`src/rtl/clock_display_scan_pkg.sv`:
```
// Shared display constants: segment patterns, anode idle value, mode encodings
// and the per-frame snapshot record.
package clock_defs;

  // Segment patterns {g,f,e,d,c,b,a}, active-low
  localparam logic [6:0] SEG_0    = 7'b1000000;
  localparam logic [6:0] SEG_1    = 7'b1111001;
  localparam logic [6:0] SEG_2    = 7'b0100100;
  localparam logic [6:0] SEG_3    = 7'b0110000;
  localparam logic [6:0] SEG_4    = 7'b0011001;
  localparam logic [6:0] SEG_5    = 7'b0010010;
  localparam logic [6:0] SEG_6    = 7'b0000010;
  localparam logic [6:0] SEG_7    = 7'b1111000;
  localparam logic [6:0] SEG_8    = 7'b0000000;
  localparam logic [6:0] SEG_9    = 7'b0010000;
  localparam logic [6:0] SEG_DASH = 7'b0111111;
  localparam logic [6:0] SEG_OFF  = 7'b1111111;

  localparam logic [3:0] AN_OFF   = 4'hF;

  typedef enum logic {
    MODE_MMSS = 1'b0,
    MODE_HHMM = 1'b1
  } disp_mode_t;

  // Time digits and mode frozen for one scan frame
  typedef struct packed {
    disp_mode_t  mode;
    logic [3:0]  sec_unit;
    logic [3:0]  sec_ten;
    logic [3:0]  min_unit;
    logic [3:0]  min_ten;
    logic [3:0]  hour_unit;
    logic [1:0]  hour_ten;
  } snap_t;

endpackage

```
`src/rtl/bcd_to_seg7.sv`:
```
// Combinational BCD to active-low 7-segment decoder; non-BCD codes show a dash.
module bcd_to_seg7
  import clock_defs::*;
(
  input  logic [3:0] bcd,
  output logic [6:0] seg
);

  // Table lookup, dash for codes above 9
  always_comb begin
    seg = SEG_DASH;
    case (bcd)
      4'd0:    seg = SEG_0;
      4'd1:    seg = SEG_1;
      4'd2:    seg = SEG_2;
      4'd3:    seg = SEG_3;
      4'd4:    seg = SEG_4;
      4'd5:    seg = SEG_5;
      4'd6:    seg = SEG_6;
      4'd7:    seg = SEG_7;
      4'd8:    seg = SEG_8;
      4'd9:    seg = SEG_9;
      default: seg = SEG_DASH;
    endcase
  end

endmodule

```
`src/rtl/clock_display_scan.sv`:
```
// Multiplexed 4-digit 7-segment scanner for the clock core. Digits are frozen
// once per frame so carry ripples in the clock never tear the display; each
// slot starts with a short all-dark guard window to hide segment switching.
module clock_display_scan
  import clock_defs::*;
#(
  parameter int SCAN_DIV        = 50000,
  parameter int GUARD           = 2,
  parameter int BLANK_LEAD_ZERO = 1
) (
  input  logic       clk,
  input  logic       rst_n,
  input  logic       display_mode,
  input  logic [3:0] sec_unit,
  input  logic [3:0] sec_ten,
  input  logic [3:0] min_unit,
  input  logic [3:0] min_ten,
  input  logic [3:0] hour_unit,
  input  logic [1:0] hour_ten,
  output logic [3:0] an,
  output logic [6:0] seg,
  output logic       dp
);

  localparam int               CNT_W   = (SCAN_DIV > 1) ? $clog2(SCAN_DIV) : 1;
  localparam logic [CNT_W-1:0] CNT_TC  = CNT_W'(SCAN_DIV - 1);
  localparam logic [CNT_W-1:0] GUARD_C = CNT_W'(GUARD);

  logic [CNT_W-1:0] cnt, cnt_nxt;
  logic [1:0]       idx, idx_nxt;
  logic             tc, frame_end;
  snap_t            snap, snap_nxt, snap_live;
  logic [3:0]       cur_digit;
  logic [6:0]       seg_dec;
  logic [3:0]       an_nxt;
  logic             dp_nxt;

  // Digit shown in a slot for the given snapshot and window
  function automatic logic [3:0] digit_sel(input snap_t s, input logic [1:0] slot);
    logic [3:0] d;
    if (s.mode == MODE_HHMM) begin
      case (slot)
        2'd0:    d = s.min_unit;
        2'd1:    d = s.min_ten;
        2'd2:    d = s.hour_unit;
        default: d = {2'b00, s.hour_ten};
      endcase
    end else begin
      case (slot)
        2'd0:    d = s.sec_unit;
        2'd1:    d = s.sec_ten;
        2'd2:    d = s.min_unit;
        default: d = s.min_ten;
      endcase
    end
    return d;
  endfunction

  // Leading-zero hour digit is suppressed in HH:MM mode when enabled
  function automatic logic slot_blank(input snap_t s, input logic [1:0] slot);
    return (BLANK_LEAD_ZERO != 0) && (s.mode == MODE_HHMM) &&
           (s.hour_ten == 2'd0) && (slot == 2'd3);
  endfunction

  // Prescaler/slot sequencing and next-frame snapshot selection
  always_comb begin
    snap_live.mode      = disp_mode_t'(display_mode);
    snap_live.sec_unit  = sec_unit;
    snap_live.sec_ten   = sec_ten;
    snap_live.min_unit  = min_unit;
    snap_live.min_ten   = min_ten;
    snap_live.hour_unit = hour_unit;
    snap_live.hour_ten  = hour_ten;

    tc        = (cnt == CNT_TC);
    frame_end = tc && (idx == 2'd3);
    cnt_nxt   = tc ? '0 : cnt + 1'b1;
    idx_nxt   = tc ? idx + 2'd1 : idx;
    snap_nxt  = frame_end ? snap_live : snap;
  end

  // Anode and colon are registered from next-state values so they line up
  // exactly with the prescaler/slot they describe
  always_comb begin
    an_nxt = AN_OFF;
    if (cnt_nxt >= GUARD_C && !slot_blank(snap_nxt, idx_nxt))
      an_nxt = ~(4'b0001 << idx_nxt);
    dp_nxt = !((an_nxt[2] == 1'b0) && (snap_nxt.sec_unit[0] == 1'b0));
  end

  assign cur_digit = digit_sel(snap, idx);

  bcd_to_seg7 u_dec (
    .bcd (cur_digit),
    .seg (seg_dec)
  );

  // Scan state, frame snapshot and registered pin drivers
  always_ff @(posedge clk or negedge rst_n) begin
    if (!rst_n) begin
      cnt  <= '0;
      idx  <= 2'd0;
      snap <= '0;
      an   <= AN_OFF;
      seg  <= SEG_OFF;
      dp   <= 1'b1;
    end else begin
      cnt  <= cnt_nxt;
      idx  <= idx_nxt;
      snap <= snap_nxt;
      an   <= an_nxt;
      // One cycle behind idx; the guard window keeps the stale pattern dark
      seg  <= slot_blank(snap, idx) ? SEG_OFF : seg_dec;
      dp   <= dp_nxt;
    end
  end

endmodule

```
`config.mk`:
```
export PLATFORM = sky130hd
export DESIGN_NAME = clock_display_scan
export DESIGN_NICKNAME = d
export VERILOG_FILES = /design/src/rtl/clock_display_scan_pkg.sv /design/src/rtl/bcd_to_seg7.sv /design/src/rtl/clock_display_scan.sv
export SDC_FILE = /design/constraint.sdc
export NUM_CORES = 1
export LEC_CHECK = 0
export ABC_AREA = 1
export BUFFER_PORTS_ARGS = -buffer_cell sky130_fd_sc_hd__buf_4
export CAP_MARGIN = 15
export CELL_PAD_IN_SITES_DETAIL_PLACEMENT = 0
export CELL_PAD_IN_SITES_GLOBAL_PLACEMENT = 2
export CORE_UTILIZATION = 35
export DETAILED_ROUTE_END_ITERATION = 10
export PLACE_DENSITY_LB_ADDON = 0.05
export SLEW_MARGIN = 20
export SYNTH_ARGS = -nofsm -noshare
export SYNTH_HDL_FRONTEND = slang
export SYNTH_SLANG_ARGS = --single-unit
```
`constraint.sdc`:
```
create_clock -name clk -period 4.98 [get_ports clk]
set_input_delay 0.747 -clock clk [delete_from_list [all_inputs] [get_ports clk]]
set_output_delay 0.747 -clock clk [all_outputs]
set_load 0.01 [all_outputs]
```
==> results.ini, run 1 <==
[logic_synthesis]
ys_warn_count = 0
syn_nets = 427
synth_area_leader_cell = dfrtp_1
synth_area_um2 = 2930
netlist.area_leader.share_pct = 35.1
synth_seq_cells = 53
synth_cell_type_count = 30
ys_seq_area_share_pct = 45.9
syn_inst = 391
syn_avg_cell_area_um2 = 7.48
synthTopCellsByArea = dfrtp_1 35%, nand2_1 17%, dfstp_2 11%

[global_routing]
antenna_found_initial = 0
grt_usage_pct = 17.0
grt-ovfl-total = 0
grt_pass1_vias = 2315
grt_first_pass_wirelength_um = 11400
grt_start_max_net_pins = 54

[clock_network]
cts_buffers = 5
cts_buffer_depth = 2
tritoncts = done
cts_setup_buffers = 0
clk_latency_ns = 0.31
clk_pin_slew_ns = 0.10
cts_sinks = 53
cts_resized = 0
cts-root-buf = clkbuf_8
postCtsHoldBufs = 0
ctsHtreeMaxLevel = 2

[power_and_ir_drop]
seqPwrFrac_pct = 61.6
power_density_nw_per_um2 = 207
combPwrFrac_pct = 3.2
p_sw_mw = 0.156
leakage_nw = 1.71
clockPowerShare_pct = 35.2
switching_share_pct = 22.3
irDropWorstVdd_mv = 0.108
p_int_mw = 0.543

[routing]
drt_iter0_markers = 104
ant_nets = 0
routed_via_density = 4.59
drt-wirelength-per-cell_um = 12.3
drc = 0
vias = 2431
drt_first_pass_iters = 4
finalWirelength_um = 6530

[floorplanning]
fp-row-count = 32
num_io_pins = 37
die_h_um = 93.4
initial_core_util_pct = 37.1
dieArea_um2 = 8730
die_x_um = 93.4
core_um2 = 7890

[critical_path]
critPathRequiredTime_ns = 5.23
start_kind = flop
critPathCaptureType = flop
critical_path_class = flop to flop
worst_ep_arrival_time_ns = 2.64
cp_max_fo = 8

[sta]
finalCritPeriodShare_pct = 47.8
tns_ns = 0
rsz0062_at_grt = false
finalSetupViolCount = 0
fin_worst_skew_ns = 0.0114
fmax_mhz = 420
min_period_ns = 2.38
worst_pin_slew_ns = 0.666
hold_viol = 0
maxSlewHeadroom_pct = 55.6
drv_slew = 0

[cells_and_area]
fill_cells = 833
multi_input_area_um2 = 1320
synthToLayoutAreaGrowth_pct = 15.2
final_area_um2 = 3370
diodes = 0
drive_above_1_share_pct = 17.5
final_nets = 463
register_area_um2 = 1340

[flow_run]
cap_violations = 0

[status]
status = complete, no violations

[place]
dpl.hpwl_um = 4990
io_buffers = 36
gp_congestion = 0.784
postPlaceCellArea_um2 = 3280

[min_path]
min_path_type = input port to async pin

layout by cell type (no fill, tap or decap), types with 2 or more instances in the layout:
cell | synthesis | layout
nand2_2 | 7 | 7
buf_4 | 0 | 36
nand3_1 | 29 | 29
inv_1 | 55 | 55
o211ai_1 | 4 | 4
ha_1 | 11 | 11
clkbuf_8 | 0 | 5
dfstp_2 | 12 | 12
inv_2 | 2 | 2
nand4_1 | 10 | 10
a31oi_1 | 5 | 5
dfrtp_1 | 41 | 41
nor2_1 | 34 | 34
o21ai_0 | 14 | 14
nand2_1 | 135 | 135
a21oi_1 | 7 | 7
nor3_1 | 2 | 2
nor2_2 | 5 | 5
stage by stage:
step / cells / setup WS (ns) / util [%] / hold slack (ns) / total power, mW
floorplan: 391 / 2.93 / - / 0.442 / 0.439
finish: 530 / 2.60 / 42.7 / 0.461 / 0.699
global placement: 522 / 2.74 / 41.6 / 0.464 / 0.462
global route: 530 / 2.31 / 42.7 / 0.509 / 0.735
detailed placement: 522 / 2.62 / 41.6 / 0.462 / 0.462
CTS: 530 / 2.59 / 42.7 / 0.485 / 0.714
metal layers:
metal / GRT usage (%) / wire length, um / part of all wire, % / vias up
li1: - / - / - / 1297
met1: 26.1 / 3590 / 55 / 1090
met2: 23.8 / 2640 / 40 / 39
met3: 3.09 / 215 / 3.3 / 5
met4: 5.00 / 85 / 1.3 / 0
met5: 0 / 0 / 0 / -
synth_stat cells:
library cell    n
nand4_1        10
inv_2           2
nor2_8          1
a221oi_1        1
o22ai_1         1
inv_4           1
xor2_1          1
inv_1          55
nand2_1       135
nand3_2         1
dfrtp_1        41
nor2_2          5
buf_2           5
buf_6           1
nor3_1          2
a31oi_1         5
or2_2           1
o21ai_2         1
nand2_2         7
dfstp_2        12
nor4_1          1
a21oi_1         7
ha_1           11
nand3_1        29
nor2_1         34
o21ai_0        14
clkbuf_1        1
nand2_4         1
o211ai_1        4
and2_1          1
sequential cells by signal (all words and copies together), names as in the netlist:
signal  cells
cnt        16
dp          1
seg         7
idx         2
an          4
snap       23
critical path: stages (launching register included):
cell	delay, ns
dfrtp_1	0.43
inv_1	0.09
ha_1	0.35
inv_1	0.06
o21ai_0	0.18
nor2_1	0.07
o22ai_1	0.41
inv_1	0.16
ha_1	0.32
nand2_1	0.09
nand3_1	0.07
nand3_1	0.09
worst paths after layout:
check | start | endpoint | slack (ns) | cells after the start
max in group asynchronous | rst_n | idx[0] | 4.08 | 1
min | rst_n | cnt[13] | 0.46 | 1
max | idx[1] | seg[3] | 2.60 | 11
min reg2reg | snap[4] | snap[4] | 0.48 | 2
max reg2reg | idx[1] | seg[3] | 2.60 | 11
min in group clk | snap[4] | snap[4] | 0.48 | 2
cell type report:
cell class                      count  share of cell area, %
Clock buffer                        6                   2.15
Clock inverter                      2                  0.408
Inverter                           58                   6.54
Multi-Input combinational cell    273                   39.3
Sequential cell                    53                   39.8
Tap cell                          102                   3.79
Timing Repair Buffer               36                   8.02
cells by family after synthesis:
| group | synth area share (%) |
|---|---|
| xor gates and xnor gates | 0.299 |
| adders and majority gates | 4.70 |
| DFF | 45.9 |
| buffers and inverters | 8.90 |
| and+or+nand+nor | 33.7 |
| AOI/OAI and AO/OA | 6.50 |
power groups by stage:
| stage | logic [mW] | registers, mW | clock network (mW) |
|---|---|---|---|
| floorplan | 0.000144 | 0.439 | 0 |
| global placement | 0.0229 | 0.439 | 0 |
| detailed placement | 0.0235 | 0.439 | 0 |
| CTS | 0.0234 | 0.431 | 0.260 |
| global route | 0.0254 | 0.431 | 0.279 |
| finish | 0.0223 | 0.431 | 0.246 |
No activity file was read; power rests on OpenSTA's default activity.
==> run 2, diff against run 1 <==
Settings changed: ABC_AREA 1 to 0.
Clock period 4.98 ns to 2.2 ns, I/O delays scaled along.
==> run 2 against run 1 <==
Net effect: cell count down 12%; clock power increased to 2.5 times the previous value; sequential power up 130%; flip-flop and latch count did not move; die area decreased by 4.2%; combinational power increased by 130%; critical path type unchanged; critical endpoint is now an[1]; largest cell class is now multi-input combinational cells.
==> results.ini, run 2 <==
[logic_synthesis]
synth_area_um2 = 2800
yosysMostFrequentCell = nand2_1
synth_area_leader_cell = dfrtp_1
synth_cell_type_count = 52
netlist.area_leader.share_pct = 36.6
ys.flop_type = dfrtp_1
synthTopCellsByArea = dfrtp_1 37%, dfstp_2 11%, nand2_1 10%
synth_enable_flop_cells = 0
synth_seq_cells = 53
syn_nets = 330
ys_seq_area_share_pct = 47.9
synth_common_cells = 78 x nand2_1, 41 x dfrtp_1, 16 x o21ai_0, 13 x inv_1, 12 x dfstp_2
ys_warn_count = 0
synthArstFlopShare_pct = 100
syn_avg_cell_area_um2 = 9.52
syn_inst = 294

[cells_and_area]
final_area_um2 = 3660
regMostFlops = snap
register_area_um2 = 1340
fill_cells = 776
largest_registers = snap: 23 flops, cnt: 16 flops, seg: 7 flops
final_cell_mix = 77 x nand2_1, 75 x buf_4, 40 x dfrtp_1
diodes = 0
synthToLayoutAreaGrowth_pct = 30.8
final_nets = 398
largest_reg_flops = 23
multi_input_area_um2 = 1430
final_cells = 465
layout_commonest_cell = nand2_1
drive_above_1_share_pct = 35.8

[power_and_ir_drop]
clockPowerShare_pct = 37.5
seqPwrFrac_pct = 59.3
switching_share_pct = 21.6
combPwrFrac_pct = 3.2
power_mw = 1.64
p_sw_mw = 0.355
leakage_nw = 1.64
irDropWorstVdd_mv = 0.254
power_density_nw_per_um2 = 448
p_int_mw = 1.29

[routing]
drt_first_pass_iters = 8
drt_iter0_markers = 127
finalWirelength_um = 6630
drt-wirelength-per-cell_um = 14.3
vias = 2291
routed_via_density = 4.93
ant_nets = 0
drc = 0

[sta]
fin_worst_skew_ns = 0.00710
drv_slew = 0
hold_viol = 0
min_period_ns = 2.12
tns_ns = 0
finalWorstSetupSlack_ns = 0.0806
finalSetupViolCount = 0
worst_pin_slew_ns = 0.663
maxSlewHeadroom_pct = 55.8
finalCritPeriodShare_pct = 96.3
fmax_mhz = 472
rsz0062_at_grt = true

[clock_network]
cts_buffers = 5
postCtsHoldBufs = 0
ctsHtreeMaxLevel = 2
clk_pin_slew_ns = 0.10
clk_latency_ns = 0.31
cts_sinks = 53
tritoncts = done
cts-root-buf = clkbuf_8
cts_buffer_depth = 2

[place]
post-place-ws_ns = -0.0786
dpl.cell_count = 447
io_buffers = 36
postPlaceCellArea_um2 = 3360
dpl.hpwl_um = 4810
gp_congestion = 0.782

[critical_path]
endpoint = an[1]
critPathCaptureType = flop
rr_endpoint = an[1]
worst_ep_arrival_time_ns = 2.35
ff2ff_setup_slack_ns = 0.08
start_kind = flop
critical_path_class = flop to flop
reg2regPathDepth = 6
crit_start = cnt[11]
critPathRequiredTime_ns = 2.43
cp_max_fo = 4
timing.rr.start = cnt[11]

[global_routing]
antenna_found_initial = 0
gr-usage-met3_pct = 3.18
grt_pass1_vias = 2179
met2_usage_pct = 25.6
grt_start_max_net_pins = 54
busiest_layer = met1
grt_first_pass_wirelength_um = 11300
grtUsageMet1_pct = 25.6
grt_usage_pct = 17.1
grt-ovfl-total = 0

[floorplanning]
fp-row-count = 32
num_io_pins = 37
dieArea_um2 = 8360
initial_core_util_pct = 36.2
die_h_um = 91.4
core_um2 = 7730
die_x_um = 91.4

[status]
status = complete, no violations

[min_path]
min_path_type = input port to async pin

[flow_run]
cap_violations = 0

[run 2: cell types whose count changed in the layout (fill, tap and decap cells not counted), moves of 6 or more]
cell      before  now
nor2_1        34    7
nand2_1      135   77
buf_4         36   75
nand2_2        7    1
nand4_1       10    4
a222oi_1       0    6
nand3_1       29   10
xnor2_1        0    7
inv_1         55   10
[run 2: power by group through the flow]
stage / sequential (mW) / clock, mW / combinational (mW)
after detailed placement: 0.993 / 0 / 0.0547
after floorplan: 0.993 / 0 / 0.000898
after global placement: 0.993 / 0 / 0.0546
after CTS: 0.975 / 0.638 / 0.0548
after global routing: 0.975 / 0.675 / 0.0589
final: 0.975 / 0.616 / 0.0520
[run 2: metal layers]
metal	routed length (um)	part of all wire, %	vias up
met5	0	0	-
li1	-	-	1152
met4	70	1.1	0
met3	237	3.6	6
met2	2950	44	44
met1	3380	51	1089
[run 2: worst min path at each step]
stage / cells past startpoint / startpoint / to / slack, ns
after floorplan: 0 / rst_n / cnt[0] / 0.03
after global placement: 1 / rst_n / cnt[12] / 0.42
after detailed placement: 1 / rst_n / cnt[15] / 0.42
after CTS: 1 / rst_n / cnt[15] / 0.07
after global routing: 1 / rst_n / cnt[15] / 0.1
final: 1 / rst_n / cnt[1] / 0.04
[run 2: metrics by stage]
| step | hold slack (ns) | util, % |
|---|---|---|
| after floorplan | 0.0344 | - |
| after global placement | 0.421 | 43.5 |
| after detailed placement | 0.420 | 43.5 |
| after CTS | 0.0743 | 45.0 |
| after global routing | 0.0966 | 47.4 |
| final | 0.0416 | 47.4 |
[run 2: final cells by class]
type	instances	area share, %
Tap cell	102	3.48
Multi-Input combinational cell	211	39.2
Clock buffer	7	2.63
Timing Repair Buffer	78	16.5
Sequential cell	53	36.7
Clock inverter	1	0.137
Inverter	13	1.40
[run 2: critical path, stage by stage, from the launching register on]
cell and delay [ns]:
dfrtp_1 0.40, or4b_4 0.58, o311ai_2 0.29, nand3_2 0.14, nor3_4 0.25, nand4_2 0.16
a22oi_1 0.22
[run 2: timing repair]
action | CTS | global route
pin swaps | 2 | 11
gates resized for setup | 6 | 27
setup buffers | 0 | 10
endpoints found under the setup margin | 8 | 26
[run 2: cell families after synthesis]
logic type	share of synthesized area (%)
flops	47.9
buf+inv	4.69
fa+ha+maj	4.92
compound gates	12.4
xor+xnor	3.75
simple gates	23.6
mux	2.77
==> run 3, diff against run 2 <==
Settings changed: CORE_UTILIZATION 35 to 36, SETUP_SLACK_MARGIN from default to 0.05.
==> run 3 against run 2 <==
Net effect: worst hold slack better by 0.0062 ns; flip-flop and latch count unchanged; non-clock buffer count up 4; critical endpoint is now dp; largest cell class unchanged.
==> results.ini, run 3 (synthesis gave the netlist of run 2 again) <==
[global_routing]
grt_usage_pct = 17.6
antenna_found_initial = 0
grt_pass1_vias = 2285
grtUsageMet1_pct = 25.4
grt-ovfl-total = 0
gr-usage-met3_pct = 2.88
busiest_layer = met2
grt_start_max_net_pins = 54
grt_first_pass_wirelength_um = 11400
met2_usage_pct = 27.2

[clock_network]
clk_pin_slew_ns = 0.09
ctsHtreeMaxLevel = 2
cts_sinks = 53
cts-root-buf = clkbuf_8
clk_latency_ns = 0.31
tritoncts = done
cts_buffer_depth = 2
cts_buffers = 5

[critical_path]
timing.rr.start = cnt[5]
critical_path.top_delay_family = simple AND/OR/NAND/NOR gates
critPathRequiredTime_ns = 2.44
crit_start = cnt[5]
critical_path_class = flop to flop
cp_max_fo = 3
critPathCaptureType = flop
critPathMaxStageDelay_ns = 0.58
slowest_stage = or4b_4
worst_ep_arrival_time_ns = 2.39
start_kind = flop
path_cells = or4b_4 > nor4_4 > and2_4 > mux2_4 > nor2b_2 > nand3_1
path_buf_inv = 0

[routing]
drt-wirelength-per-cell_um = 14.5
drt_iter0_markers = 97
ant_nets = 0
drc = 0
finalWirelength_um = 6750
vias = 2353
drt_first_pass_iters = 5
routed_via_density = 5.05

[power_and_ir_drop]
irDropWorstVdd_mv = 0.207
p_sw_mw = 0.355
clockPowerShare_pct = 35.2
p_int_mw = 1.23
switching_share_pct = 22.4
combPwrFrac_pct = 3.3
leakage_nw = 1.68
seqPwrFrac_pct = 61.5
power_density_nw_per_um2 = 423

[place]
io_buffers = 36
dpl.cell_count = 442
dpl.hpwl_um = 4810
gp_congestion = 0.750

[status]
status = complete, no violations

[cells_and_area]
drive_above_1_share_pct = 37.6
final_cells = 466
largest_registers = snap: 23 flops, cnt: 16 flops, seg: 7 flops
final_cell_mix = 76 x nand2_1, 74 x buf_4, 40 x dfrtp_1
largest_reg_flops = 23
fill_cells = 717
layout_commonest_cell = nand2_1
synthToLayoutAreaGrowth_pct = 33.8
diodes = 0
final_nets = 402
fin_util_pct = 50.8
regMostFlops = snap

[sta]
drv_slew = 0
whs_ns = 0.0478
rsz0062_at_grt = true
finalSetupViolCount = 0
finalCritPeriodShare_pct = 97.8
hold_viol = 0
worst_pin_slew_ns = 0.672
fin_worst_skew_ns = 0.0119
maxSlewHeadroom_pct = 55.2
fmax_mhz = 465
min_period_ns = 2.15

[floorplanning]
die_h_um = 90.2
core_um2 = 7370
initial_core_util_pct = 38.0
num_io_pins = 37
fp-row-count = 31
dieArea_um2 = 8140
die_x_um = 90.2

[min_path]
min_path_type = input port to async pin

[flow_run]
cap_violations = 0

[run 3: cell count changes in the layout (fill, tap and decap cells not counted), sizes merged]
cell    change
buf         +4
clkbuf      +1
clkinv      -1
[run 3: area by class of cell]
cell class	count	area, um2	share of cell area, %
inverter	13	51.3	1.37
multi-input combinational	211	1500	40.0
timing repair buffer	82	651	17.4
tap	99	124	3.31
sequential	53	1340	35.8
clock buffer	8	80.1	2.14
[run 3: final timing paths]
check	to	slack, ns	cells past startpoint
worst max register to register	dp	0.05	6
worst min register to register	snap[19]	0.48	2
min in group clk	snap[16]	0.20	3
max in group asynchronous	idx[0]	1.67	1
worst max-delay path	dp	0.05	6
worst min-delay path	cnt[14]	0.05	1
[run 3: timing repair]
item,CTS,global route
buffers inserted,4,11
pin swaps,6,19
setup endpoints to repair,25,27
gates cloned,0,1
hold buffers,0,0
gates resized for setup,12,46
[run 3: metal layers]
layer  part of all wire (%)  vias up
li1                       -     1157
met1                     49     1137
met2                     45       52
met3                    4.7        7
met4                    1.0        0
met5                      0        -
[run 3: power groups by stage]
stage                     logic (mW)  clock network, mW  registers [mW]
final                         0.0524              0.557           0.975
after global placement        0.0546                  0           0.993
after floorplan             0.000898                  0           0.993
after CTS                     0.0551              0.570           0.975
after detailed placement      0.0551                  0           0.993
after global routing          0.0592              0.621           0.975
[run 3: worst register-to-register path: stages (launching register included)]
cell and delay [ns]:
dfrtp_1 0.41, or4b_4 0.58, nor4_4 0.38, and2_4 0.23, mux2_4 0.31, nor2b_2 0.11
nand3_1 0.07
[run 3: through the flow]
stage / worst slack [ns] / power [mW] / area [um2] / setup TNS (ns)
global route: -0.0363 / 1.66 / 3750 / -0.214
floorplan: 0.0501 / 0.994 / 2810 / 0
global placement: -0.181 / 1.05 / 3340 / -0.815
CTS: 0.0212 / 1.60 / 3500 / 0
detailed placement: -0.184 / 1.05 / 3340 / -0.800
finish: 0.0480 / 1.58 / 3750 / 0
